### config.mk
export PLATFORM = sky130hd
export DESIGN_NAME = uart_tx_arbiter
export DESIGN_NICKNAME = d
export VERILOG_FILES = /design/src/rtl/uart_tx_arbiter.sv
export SDC_FILE = /design/constraint.sdc
export NUM_CORES = 1
export LEC_CHECK = 0
export CAP_MARGIN = 20
export CORE_ASPECT_RATIO = 0.6
export CORE_MARGIN = 2
export CORE_UTILIZATION = 50
export DETAILED_ROUTE_END_ITERATION = 8
export PLACE_DENSITY_LB_ADDON = 0.05
export RECOVER_POWER = 50
export SETUP_SLACK_MARGIN = 0.3
export SLEW_MARGIN = 20
export SYNTH_ARGS = -nofsm -noshare
export SYNTH_HDL_FRONTEND = slang
export SYNTH_SLANG_ARGS = --single-unit
### constraint.sdc
create_clock -name clock -period 3.65 [get_ports clock]
set_clock_uncertainty 0.2 [all_clocks]
set_input_delay 0.5475 -clock clock [delete_from_list [all_inputs] [get_ports clock]]
set_output_delay 0.5475 -clock clock [all_outputs]
set_load 0.005 [all_outputs]
### src/rtl/uart_tx_arbiter.sv
// Round-robin, whole-message sharing of the UART TX FIFO write port; grant 1 cycle after request, write 1 cycle after handshake.
// Backpressure: req_ready drops while credits (modelled TX FIFO space, refilled once per character time) are exhausted.
module uart_tx_arbiter #(
  parameter int NUM_REQ         = 4,
  parameter int CLOCK_FREQUENCY = 27000000,
  parameter int BAUD_RATE       = 115200,
  parameter int FIFO_DEPTH      = 64,
  parameter int MAX_MSG_LEN     = 64
) (
  input  logic                 clock,
  input  logic                 reset,
  input  logic [NUM_REQ-1:0]   req_valid,
  input  logic [8*NUM_REQ-1:0] req_data,
  input  logic [NUM_REQ-1:0]   req_last,
  output logic [NUM_REQ-1:0]   req_ready,
  output logic [NUM_REQ-1:0]   grant,
  output logic [7:0]           tx_fifo_data_in,
  output logic                 tx_fifo_write_en,
  output logic                 busy
);

  localparam int BAUD_DIVISOR  = CLOCK_FREQUENCY / BAUD_RATE;
  localparam int REFILL_PERIOD = 11 * BAUD_DIVISOR;
  localparam int CW = $clog2(FIFO_DEPTH + 1);
  localparam int RW = (REFILL_PERIOD > 1) ? $clog2(REFILL_PERIOD) : 1;
  localparam int IW = (NUM_REQ > 1) ? $clog2(NUM_REQ) : 1;
  localparam int BW = (MAX_MSG_LEN > 1) ? $clog2(MAX_MSG_LEN) : 1;

  typedef enum logic {ARB, SEND} state_t;

  state_t        state;
  logic [IW-1:0] last_grant;
  logic [IW-1:0] cur;
  logic [IW-1:0] next_idx;
  logic [IW-1:0] cand;
  logic          found;
  logic [CW-1:0] credits;
  logic [RW-1:0] refill_cnt;
  logic [BW-1:0] byte_count;
  logic          refill;
  logic          hs;
  logic [7:0]    cur_data;
  logic          msg_end;

  // Search upward from the requester after the last one served, wrapping.
  always_comb begin
    found    = 1'b0;
    next_idx = '0;
    cand     = '0;
    for (int k = 1; k <= NUM_REQ; k++) begin
      cand = IW'((int'(last_grant) + k) % NUM_REQ);
      if (!found && req_valid[cand]) begin
        found    = 1'b1;
        next_idx = cand;
      end
    end
  end

  assign req_ready = (state == SEND && credits != '0) ? grant : '0;
  assign hs        = |(req_valid & req_ready);
  assign cur_data  = req_data[{cur, 3'b000} +: 8];
  assign msg_end   = req_last[cur] || (byte_count == BW'(MAX_MSG_LEN - 1));
  assign refill    = (refill_cnt == RW'(REFILL_PERIOD - 1));

  always_ff @(posedge clock) begin
    if (reset) begin
      state            <= ARB;
      grant            <= '0;
      last_grant       <= IW'(NUM_REQ - 1);
      cur              <= '0;
      byte_count       <= '0;
      credits          <= CW'(FIFO_DEPTH);
      refill_cnt       <= '0;
      tx_fifo_write_en <= 1'b0;
      tx_fifo_data_in  <= 8'h00;
      busy             <= 1'b0;
    end else begin
      refill_cnt <= refill ? '0 : refill_cnt + RW'(1);

      // A refill and a write in the same cycle cancel out.
      if (refill && !hs) begin
        if (credits != CW'(FIFO_DEPTH))
          credits <= credits + CW'(1);
      end else if (hs && !refill) begin
        credits <= credits - CW'(1);
      end

      tx_fifo_write_en <= hs;
      if (hs)
        tx_fifo_data_in <= cur_data;

      case (state)
        ARB: begin
          if (found) begin
            state      <= SEND;
            grant      <= NUM_REQ'(1) << next_idx;
            cur        <= next_idx;
            byte_count <= '0;
            busy       <= 1'b1;
          end
        end
        SEND: begin
          if (hs) begin
            byte_count <= byte_count + BW'(1);
            if (msg_end) begin
              state      <= ARB;
              grant      <= '0;
              last_grant <= cur;
              busy       <= 1'b0;
            end
          end
        end
        default: state <= ARB;
      endcase
    end
  end

endmodule

# Yosys cells after proc, flatten, opt, wreduce, memory -nomap -nowiden
# Index checks and enable logic that the tools add are counted.
[word_totals]
register_bits = 44
input_bits = 42
wordCells = 92
[classes]
addsub = 8
n_lt_le_gt_ge = 5
n_eq_ne = 7
shifts = 2
muxes = 37
bitwise_logic = 2
reduce_logical = 21
[op_table]
columns = ["op", "n"]
rows = [
  ["32-bit by 6-bit variable part select with 8-bit output", 1],
  ["7-bit two-way mux", 3],
  ["4-bit two-way mux", 4],
  ["2-bit by 3-bit < comparator with 1-bit output, second input constant", 5],
  ["1-bit two-way mux", 15],
  ["12-bit by 1-bit adder with 12-bit output, second input constant", 1],
  ["12-bit == test, second input constant", 1],
  ["6-bit two-way mux", 2],
  ["6-bit case mux with 2 select lines", 1],
  ["1-bit binary-select mux with 2-bit select", 5],
  ["2-bit two-way mux", 4],
  ["4-bit case mux with 2 select lines", 1],
  ["7-bit by 1-bit adder with 7-bit output, second input constant", 1],
  ["7-bit inequality test, second input constant", 1],
  ["7-bit nonzero test", 1],
  ["7-bit by 1-bit subtractor with 7-bit output, second input constant", 1],
  ["6-bit by 1-bit adder with 6-bit output, second input constant", 1],
  ["6-bit == test, second input constant", 1],
  ["1-bit logical AND", 6],
  ["2-bit by 1-bit inequality test with 1-bit output, second input constant", 3],
  ["2-bit AND reduction", 3],
  ["3-bit AND reduction", 2],
  ["1-bit zero test", 5],
  ["2-bit by 1-bit adder with 2-bit output, second input constant", 2],
  ["10 further kinds", 12],
]

# Longest topological paths before layout
# Gate-level depths: netlist of run 1.
[depth]
depth_word = 16
depth_mapped = 11
ltp_nobuf = 11

# Least setup slack after synthesis of run 1
# Ideal clock, no wire load.
[synth_timing]
kind = "reg2reg"
start = "register credits[0]"
end = "register credits[6]"
setup_time_ps = 138
t_arrival_ps = 3003
t_required_ps = 3312
setup_slack_ps = 309
path_stages_with_launch = 12
n_path_buf = 1
period_less_slack_ps = 3341
path_cell_list = "dfxtp_1 > or4_4 > o21a_2 > nand2_2 > buf_2 > nand3_1 > fa_1 > a211oi_1 > o21ai_0 > and2_1 > nor4_1 > a211oi_1"
[synth_via]
elab_chain_len = 9
[synth_lines]
columns = ["item", "line", "text"]
rows = [
  ["start: declaration", "37", "logic [CW-1:0] credits;"],
  ["start signal: assignment", "72", "credits <= CW'(FIFO_DEPTH);"],
  ["start signal: assignment", "83", "credits <= credits + CW'(1);"],
  ["start signal: assignment", "85", "credits <= credits - CW'(1);"],
  ["7-bit nonzero test", "59", "assign req_ready = (state == SEND && credits != '0) ? grant : '0;"],
  ["1-bit logical AND", "59", ""],
  ["4-bit two-way mux", "59", ""],
  ["4-bit bitwise AND", "60", "assign hs = |(req_valid & req_ready);"],
  ["4-bit OR reduction", "60", ""],
  ["1-bit zero test", "81", "if (refill && !hs) begin"],
  ["1-bit logical AND", "81", ""],
  ["2-bit by 1-bit inequality test with 1-bit output (no line) / 2-bit nonzero test (equally long branches)", "n/a", ""],
  ["2-bit AND reduction (no line)", "n/a", ""],
]
# Parallel ways exist; a longest one is shown, timed or not. The select of a mux whose other input is x is not followed.
# A chain may end at the register's enable or synchronous reset.

# Worst setup path in the final report of run 1
[layout_timing]
start = "input req_valid[3]"
end = "register credits[6]"
[layout_via]
elab_chain_len = 6
[layout_lines]
columns = ["item", "line", "text"]
rows = [
  ["start: declaration", "12", "input logic [NUM_REQ-1:0] req_valid,"],
  ["4-bit bitwise AND *", "60", ""],
  ["4-bit OR reduction *", "60", ""],
  ["1-bit zero test", "81", ""],
  ["1-bit logical AND", "81", ""],
  ["2-bit by 1-bit inequality test with 1-bit output (no line) / 2-bit nonzero test (equally long branches)", "n/a", ""],
  ["2-bit AND reduction (no line)", "n/a", ""],
]
# Mark *: on every way between the ends. The rest lies on a longest branch, timed or not.

==> out/qor.yml, run 1 <==
place:
  placed_area_sq_um: 3150
  dp_hpwl_um: 5170
  gp_congestion: 0.820
  portBuffers: 59
critical_path:
  slowest_stage: "dlygate4sd3_1"
  start_kind: "input port"
  timing.rr.start: "credits[1]"
  cp_cell_sequence: "dlygate4sd3_1 > a22oi_1 > nand2_1 > nand2_2 > nand3_2 > buf_4 > ha_1 > or2_2 > and2_1 > nor4_2 > a211oi_1"
  cp-end-kind: "flop"
  crit_buf_inv: 2
  arrival_ns: 3.16
  r2r_slack_ns: 0.49
  r2r-end: "credits[6]"
  rr_worst_depth: 10
  crit_path_max_fanout: 6
  cp_slowest_stage_delay_ns: 0.64
  cp_top_family: "simple AND/OR/NAND/NOR gates"
  cp.required_ns: 3.63
  critical_path_class: "in -> reg"
pwr:
  peakVddDrop_mv: 0.183
  p_leak_uw: 0.00125
  p_per_area_nw_per_um2: 370
yosys:
  synthFlopType: "dfxtp_1"
  ys_types: 48
  synth_top_family_by_area: "simple AND/OR/NAND/NOR gates"
  synthCells: 279
  synth_xor_area_share_pct: 4.25
  syn_area_sq_um: 2470
  ys_ff_latch: 44
  synthesis.nets: 331
  synth_edf_count: 0
  synthAdderAreaFrac_pct: 5.36
  synth_mux_area_share_pct: 11.2
  async_reset_ff_share_pct: 0
  avgSynthCellArea_sq_um: 8.87
  synth-simple-area-share_pct: 25.8
  yosys_warnings: 0
  synth_compound_area_share_pct: 15.2
  seq_area_frac_synth_pct: 35.6
grt:
  grt.busiest_layer: "met1"
  gr-total-overflow: 0
  antenna_found_initial: 0
  grt_pass1_wl_um: 11100
  grt_use_met1_pct: 41.4
  grt_pass1_vias: 2163
  use_met3_pct: 6.53
  grt_start_max_net_pins: 19
  grt_usage_pct: 26.5
  gr-usage-met2_pct: 36.1
timing:
  rsz0062_at_grt: "no"
  slew_headroom_pct: 26.0
  fmaxAchievable_mhz: 314
  finalHoldViolCount: 0
  finalSetupTns_ns: 0
  finalSetupViolCount: 0
  worst_pin_slew_ns: 1.11
  layout_min_cycle_time_ns: 3.18
  layout_worst_path_cycle_share_pct: 87.2
  maxSlewViolCount: 0
drt:
  wl_per_cell_um: 16.7
  routed_via_density: 5.70
  drtIter0Drc: 130
  antenna_left: 0
  finalWirelength_um: 6760
  firstDrtPassIters: 4
  dr_total_vias: 2303
  remaining_drc_errors: 0
floorplan:
  io_pins: 60
  initial_core_util_pct: 53.1
  die_w_um: 94.8
  die_h_um: 58.5
  dieArea_sq_um: 5550
  coreArea_sq_um: 4660
  rows: 19
final_layout:
  nets: 392
  drive_gt1_share_pct: 12.6
  syn_to_final_growth_pct: 33.4
  antenna_cells: 0
  fin_area_sq_um: 3300
worst_hold_path:
  min_path_type: "reg -> reg"
  whs_endpoint: "tx_fifo_data_in[2]"
  min_from: "tx_fifo_data_in[2]"
  min_path_cells: 2
clock_network:
  clock-sinks: 44
  clk_pin_slew_worst_paths_ns: 0.08
  h-tree-depth: 2
  clk_latency_ns: 0.31
  cts_buffers: 5
  cts_root_buf: "clkbuf_8"
  cts_max_path_buffers: 2
  cts_tree: "done"
  cts_hold_buf: 0
run:
  drv_cap: 0
outcome:
  outcome: "complete, no violations"
## cell families (layout without fill, tap and decap cells)
| group | after synthesis | in the layout |
|---|---|---|
| AOI/OAI and AO/OA | 54 | 54 |
| xor gates and xnor gates | 12 | 12 |
| adders and majority gates | 10 | 10 |
| buffers and inverters | 16 | 78 |
| DFF | 44 | 44 |
| muxes | 16 | 16 |
| and+or+nand+nor | 127 | 127 |
## Yosys cell counts, types with 4 or more instances
library cell	instances	area, sq um
a211oi_1	9	67.6
a21oi_1	20	100
and2_1	6	37.5
and3_1	8	50.1
clkbuf_1	8	30.0
dfxtp_1	44	881
ha_1	9	113
inv_1	5	18.8
mux2_2	4	45.0
mux4_2	9	203
nand2_1	23	86.3
nand2b_1	8	50.1
nand3_1	16	80.1
nor2_1	35	131
nor2b_1	5	31.3
nor3_1	8	40.0
o21ai_0	4	20.0
or2_2	4	25.0
xnor2_1	7	61.3
xor2_1	5	43.8
## power breakdown
part	switching, uW	leakage, uW	internal [uW]	total [uW]
clock	183	0.0000614	224	407
sequential	28.0	0.000358	502	530
combinational	134	0.000827	150	285
total	346	0.00125	877	1220
## placed cells by master, fill, tap and decap left out, types with 8 or more instances in the layout
master,instances
dfxtp_1,43
clkdlybuf4s50_1,43
nor2_1,35
nand2_1,23
a21oi_1,20
dlygate4sd3_1,16
nand3_1,15
mux4_2,9
and3_1,8
nand2b_1,8
nor3_1,8
a211oi_1,8
ha_1,8
## metrics by stage
step                power, uW  instances  worst slack (ns)  hold slack [ns]  util, %
floorplan                 705        279             0.309            0.245        -
global placement          812        396             0.231            0.241     67.5
detailed placement        818        396            0.0276            0.246     67.5
CTS                      1220        404             0.312            0.259     70.5
global route             1280        404             0.254            0.279     70.9
finish                   1220        404             0.468            0.254     70.9
## worst max path at each step
stage / from / endpoint / slack [ns] / cells after the start
2_1_floorplan: credits[0] / credits[6] / 0.31 / 11
3_3_place_gp: req_valid[3] / credits[6] / 0.23 / 11
3_5_place_dp: req_valid[3] / credits[6] / 0.03 / 11
4_1_cts: credits[0] / credits[6] / 0.31 / 10
5_1_grt: req_valid[3] / credits[6] / 0.25 / 11
6_report: req_valid[3] / credits[6] / 0.47 / 11
## layout make-up
class	count	area (sq um)
Inverter	5	18.8
Timing Repair Buffer	65	632
Clock buffer	6	82.6
Clock inverter	2	38.8
Multi-Input combinational cell	219	1570
Tap cell	63	78.8
Sequential cell	44	882
Fill cell	396	1360
## tightest hold or removal path, cell delays in order, from the launching register on
cell	delay (ns)
dfxtp_1	0.31
nand2_1	0.05
a21oi_1	0.05
## layer usage
metal  wire [um]  part of all wire, %  vias to the layer above
li1            -                    -                     1125
met1        3610                   53                     1115
met2        2650                   39                       59
met3         476                  7.0                        4
met4          28                 0.41                        0
met5           0                    0                        -
## sequential cells by signal, summed over array words and instances (netlist names)
name and count:
credits 7, last_grant 2, byte_count 6, tx_fifo_data_in 8, refill_cnt 12, busy 1, cur 2, state 1
grant 4, tx_fifo_write_en 1
## timing repair
item,CTS,global route
resized for setup,3,6
buffers inserted,0,0
endpoints found under the setup margin,1,2
pin swaps,0,0
Power figures use the tool's default switching activity.
==> run 2: changes to the inputs <==
CORE_UTILIZATION = 53   (was 50)
clock period = 3.9 ns   (was 3.65 ns; I/O delays follow)
==> out/qor.yml, run 2 (synthesized netlist as in run 1, its figures left out) <==
pwr:
  p_sw_uw: 295  # was 346 uW
  sequentialPowerShare_pct: 48.9  # was 43.4%
  intPower_uw: 727  # was 877 uW
  clockPowerShare_pct: 26.8  # was 33.3%
  p_leak_uw: 0.00121  # was 0.00125 uW
  p_sw_share_pct: 28.9  # was 28.3%
  power.share.combinational_pct: 24.4  # was 23.3%
  p_per_area_nw_per_um2: 318  # was 370 nW/um^2
  p_total_uw: 1020  # was 1220 uW
  peakVddDrop_mv: 0.284  # was 0.183 mV
worst_hold_path:
  min_path_type: "reg -> reg"  # unchanged
  min_path_cells: 2  # unchanged
drt:
  finalWirelength_um: 6040  # was 6760 um
  drtIter0Drc: 151  # was 130
  wl_per_cell_um: 15.1  # was 16.7 um
  antenna_left: 0  # unchanged
  routed_via_density: 5.62  # was 5.70
  firstDrtPassIters: 4  # unchanged
  dr_total_vias: 2252  # was 2303
  remaining_drc_errors: 0  # unchanged
grt:
  antenna_found_initial: 0  # unchanged
  grt.busiest_layer: "met2"  # was met1
  use_met3_pct: 6.47  # was 6.53%
  grt_pass1_wl_um: 10200  # was 11100 um
  grt_usage_pct: 24.8  # was 26.5%
  grt_start_max_net_pins: 18  # was 19
  grt_pass1_vias: 2082  # was 2163
  gr-usage-met2_pct: 36.6  # was 36.1%
  grt_use_met1_pct: 36.4  # was 41.4%
  gr-total-overflow: 0  # unchanged
timing:
  worst_pin_slew_ns: 1.08  # was 1.11 ns
  layout_min_cycle_time_ns: 3.28
  fmaxAchievable_mhz: 305
  rsz0062_at_grt: "no"  # unchanged
  finalHoldViolCount: 0  # unchanged
  finalSetupViolCount: 0  # unchanged
  layout_worst_path_cycle_share_pct: 84.1
  finalSetupTns_ns: 0  # unchanged
  worst_hold_slack_ns: 0.255  # was 0.254 ns
  slew_headroom_pct: 27.5  # was 26.0%
  maxSlewViolCount: 0  # unchanged
floorplan:
  io_pins: 60  # unchanged
  die_h_um: 56.9  # was 58.5 um
  rows: 19  # unchanged
  initial_core_util_pct: 54.5  # was 53.1%
  coreArea_sq_um: 4540  # was 4660 sq um
  die_w_um: 92.2  # was 94.8 um
  dieArea_sq_um: 5250  # was 5550 sq um
final_layout:
  top_register: "refill_cnt"  # unchanged
  drive_gt1_share_pct: 10.9  # was 12.6%
  fin_area_sq_um: 3220  # was 3300 sq um
  multi_input_area_sq_um: 1540  # was 1570 sq um
  layout_commonest_cell: "dfxtp_1"
  nets: 390  # was 392
  reg.largest.list: "refill_cnt: 12 flops, tx_fifo_data_in: 8 flops, credits: 7 flops"  # unchanged
  antenna_cells: 0  # unchanged
  final_cell_mix: "dfxtp_1, clkdlybuf4s50_1, nor2_1"  # unchanged
  nFillCells: 372  # was 396
  finalCoreUtilization_pct: 70.8  # was 70.9%
  seq_area_sq_um: 881  # was 882 sq um
  syn_to_final_growth_pct: 29.9  # was 33.4%
  largest_reg_flops: 12  # unchanged
clock_network:
  clk_pin_slew_worst_paths_ns: 0.08  # about the same
  cts_tree: "done"  # unchanged
  clk_latency_ns: 0.29  # was 0.31 ns
  cts_buffers: 5  # unchanged
  h-tree-depth: 2  # unchanged
  cts_setup_buffers: 0  # unchanged
  clock-sinks: 44  # unchanged
  cts_max_path_buffers: 2  # unchanged
  cts_root_buf: "clkbuf_8"  # unchanged
place:
  gp_congestion: 0.832  # was 0.820
  placed_area_sq_um: 3130  # was 3150 sq um
  portBuffers: 59  # unchanged
  dp_hpwl_um: 4720  # was 5170 um
critical_path:
  arrival_ns: 3.24  # was 3.16 ns
  start_kind: "input port"  # unchanged
  critical_path_class: "in -> reg"  # unchanged
  rr_worst_depth: 10  # unchanged
  cp-end-kind: "flop"  # unchanged
  cp.required_ns: 3.86  # was 3.63 ns
  crit_path_max_fanout: 7  # was 6
outcome:
  outcome: "complete, no violations"  # unchanged
run:
  drv_cap: 0  # unchanged
## run 2: critical path, stage by stage
cell and delay, ns:
dlygate4sd3_1 0.62, a22oi_1 0.25, nand2_1 0.14, nand2_2 0.11, nand3_2 0.18, fa_2 0.46
a211oi_2 0.21, o21ai_0 0.17, and2_1 0.20, nor4_1 0.25, a211oi_1 0.07
## run 2: power groups by stage
| stage | clock, uW | combinational [uW] | sequential [uW] |
|---|---|---|---|
| final | 274 | 249 | 500 |
| after global routing | 301 | 277 | 504 |
| after CTS | 279 | 252 | 500 |
| after detailed placement | 0 | 250 | 511 |
| after global placement | 0 | 247 | 509 |
| after floorplan | 0 | 162 | 498 |
## run 2: through the flow
stage,instances,worst slack [ns]
2_1_floorplan,279,0.559
3_3_place_gp,394,0.381
3_5_place_dp,394,0.219
4_1_cts,401,0.403
5_1_grt,401,0.357
6_report,401,0.621
## run 2: layer usage
| layer | vias up | part of all wire (%) |
|---|---|---|
| li1 | 1123 | - |
| met1 | 1053 | 52 |
| met2 | 72 | 41 |
| met3 | 4 | 6.8 |
| met4 | 0 | 0.91 |
| met5 | - | 0 |
## run 2: worst paths after layout
kind / start / endpoint / slack [ns]
max reg2reg: credits[0] / credits[6] / 0.64
max: req_valid[3] / credits[6] / 0.62
min: tx_fifo_data_in[5] / tx_fifo_data_in[5] / 0.25
min reg2reg: tx_fifo_data_in[5] / tx_fifo_data_in[5] / 0.25
## run 2: repair_timing
action                     CTS  global route
setup endpoints to repair    0             1
resized for setup            0             4
hold buffers                 0             0
## run 2: cell type report
cell class	count	share of cell area [%]
clock inverters	2	0.389
inverters	5	0.584
well taps	63	2.45
flip-flops and latches	44	27.4
multi-input cells	219	48.0
clock buffers	5	2.14
repair buffers	63	19.1
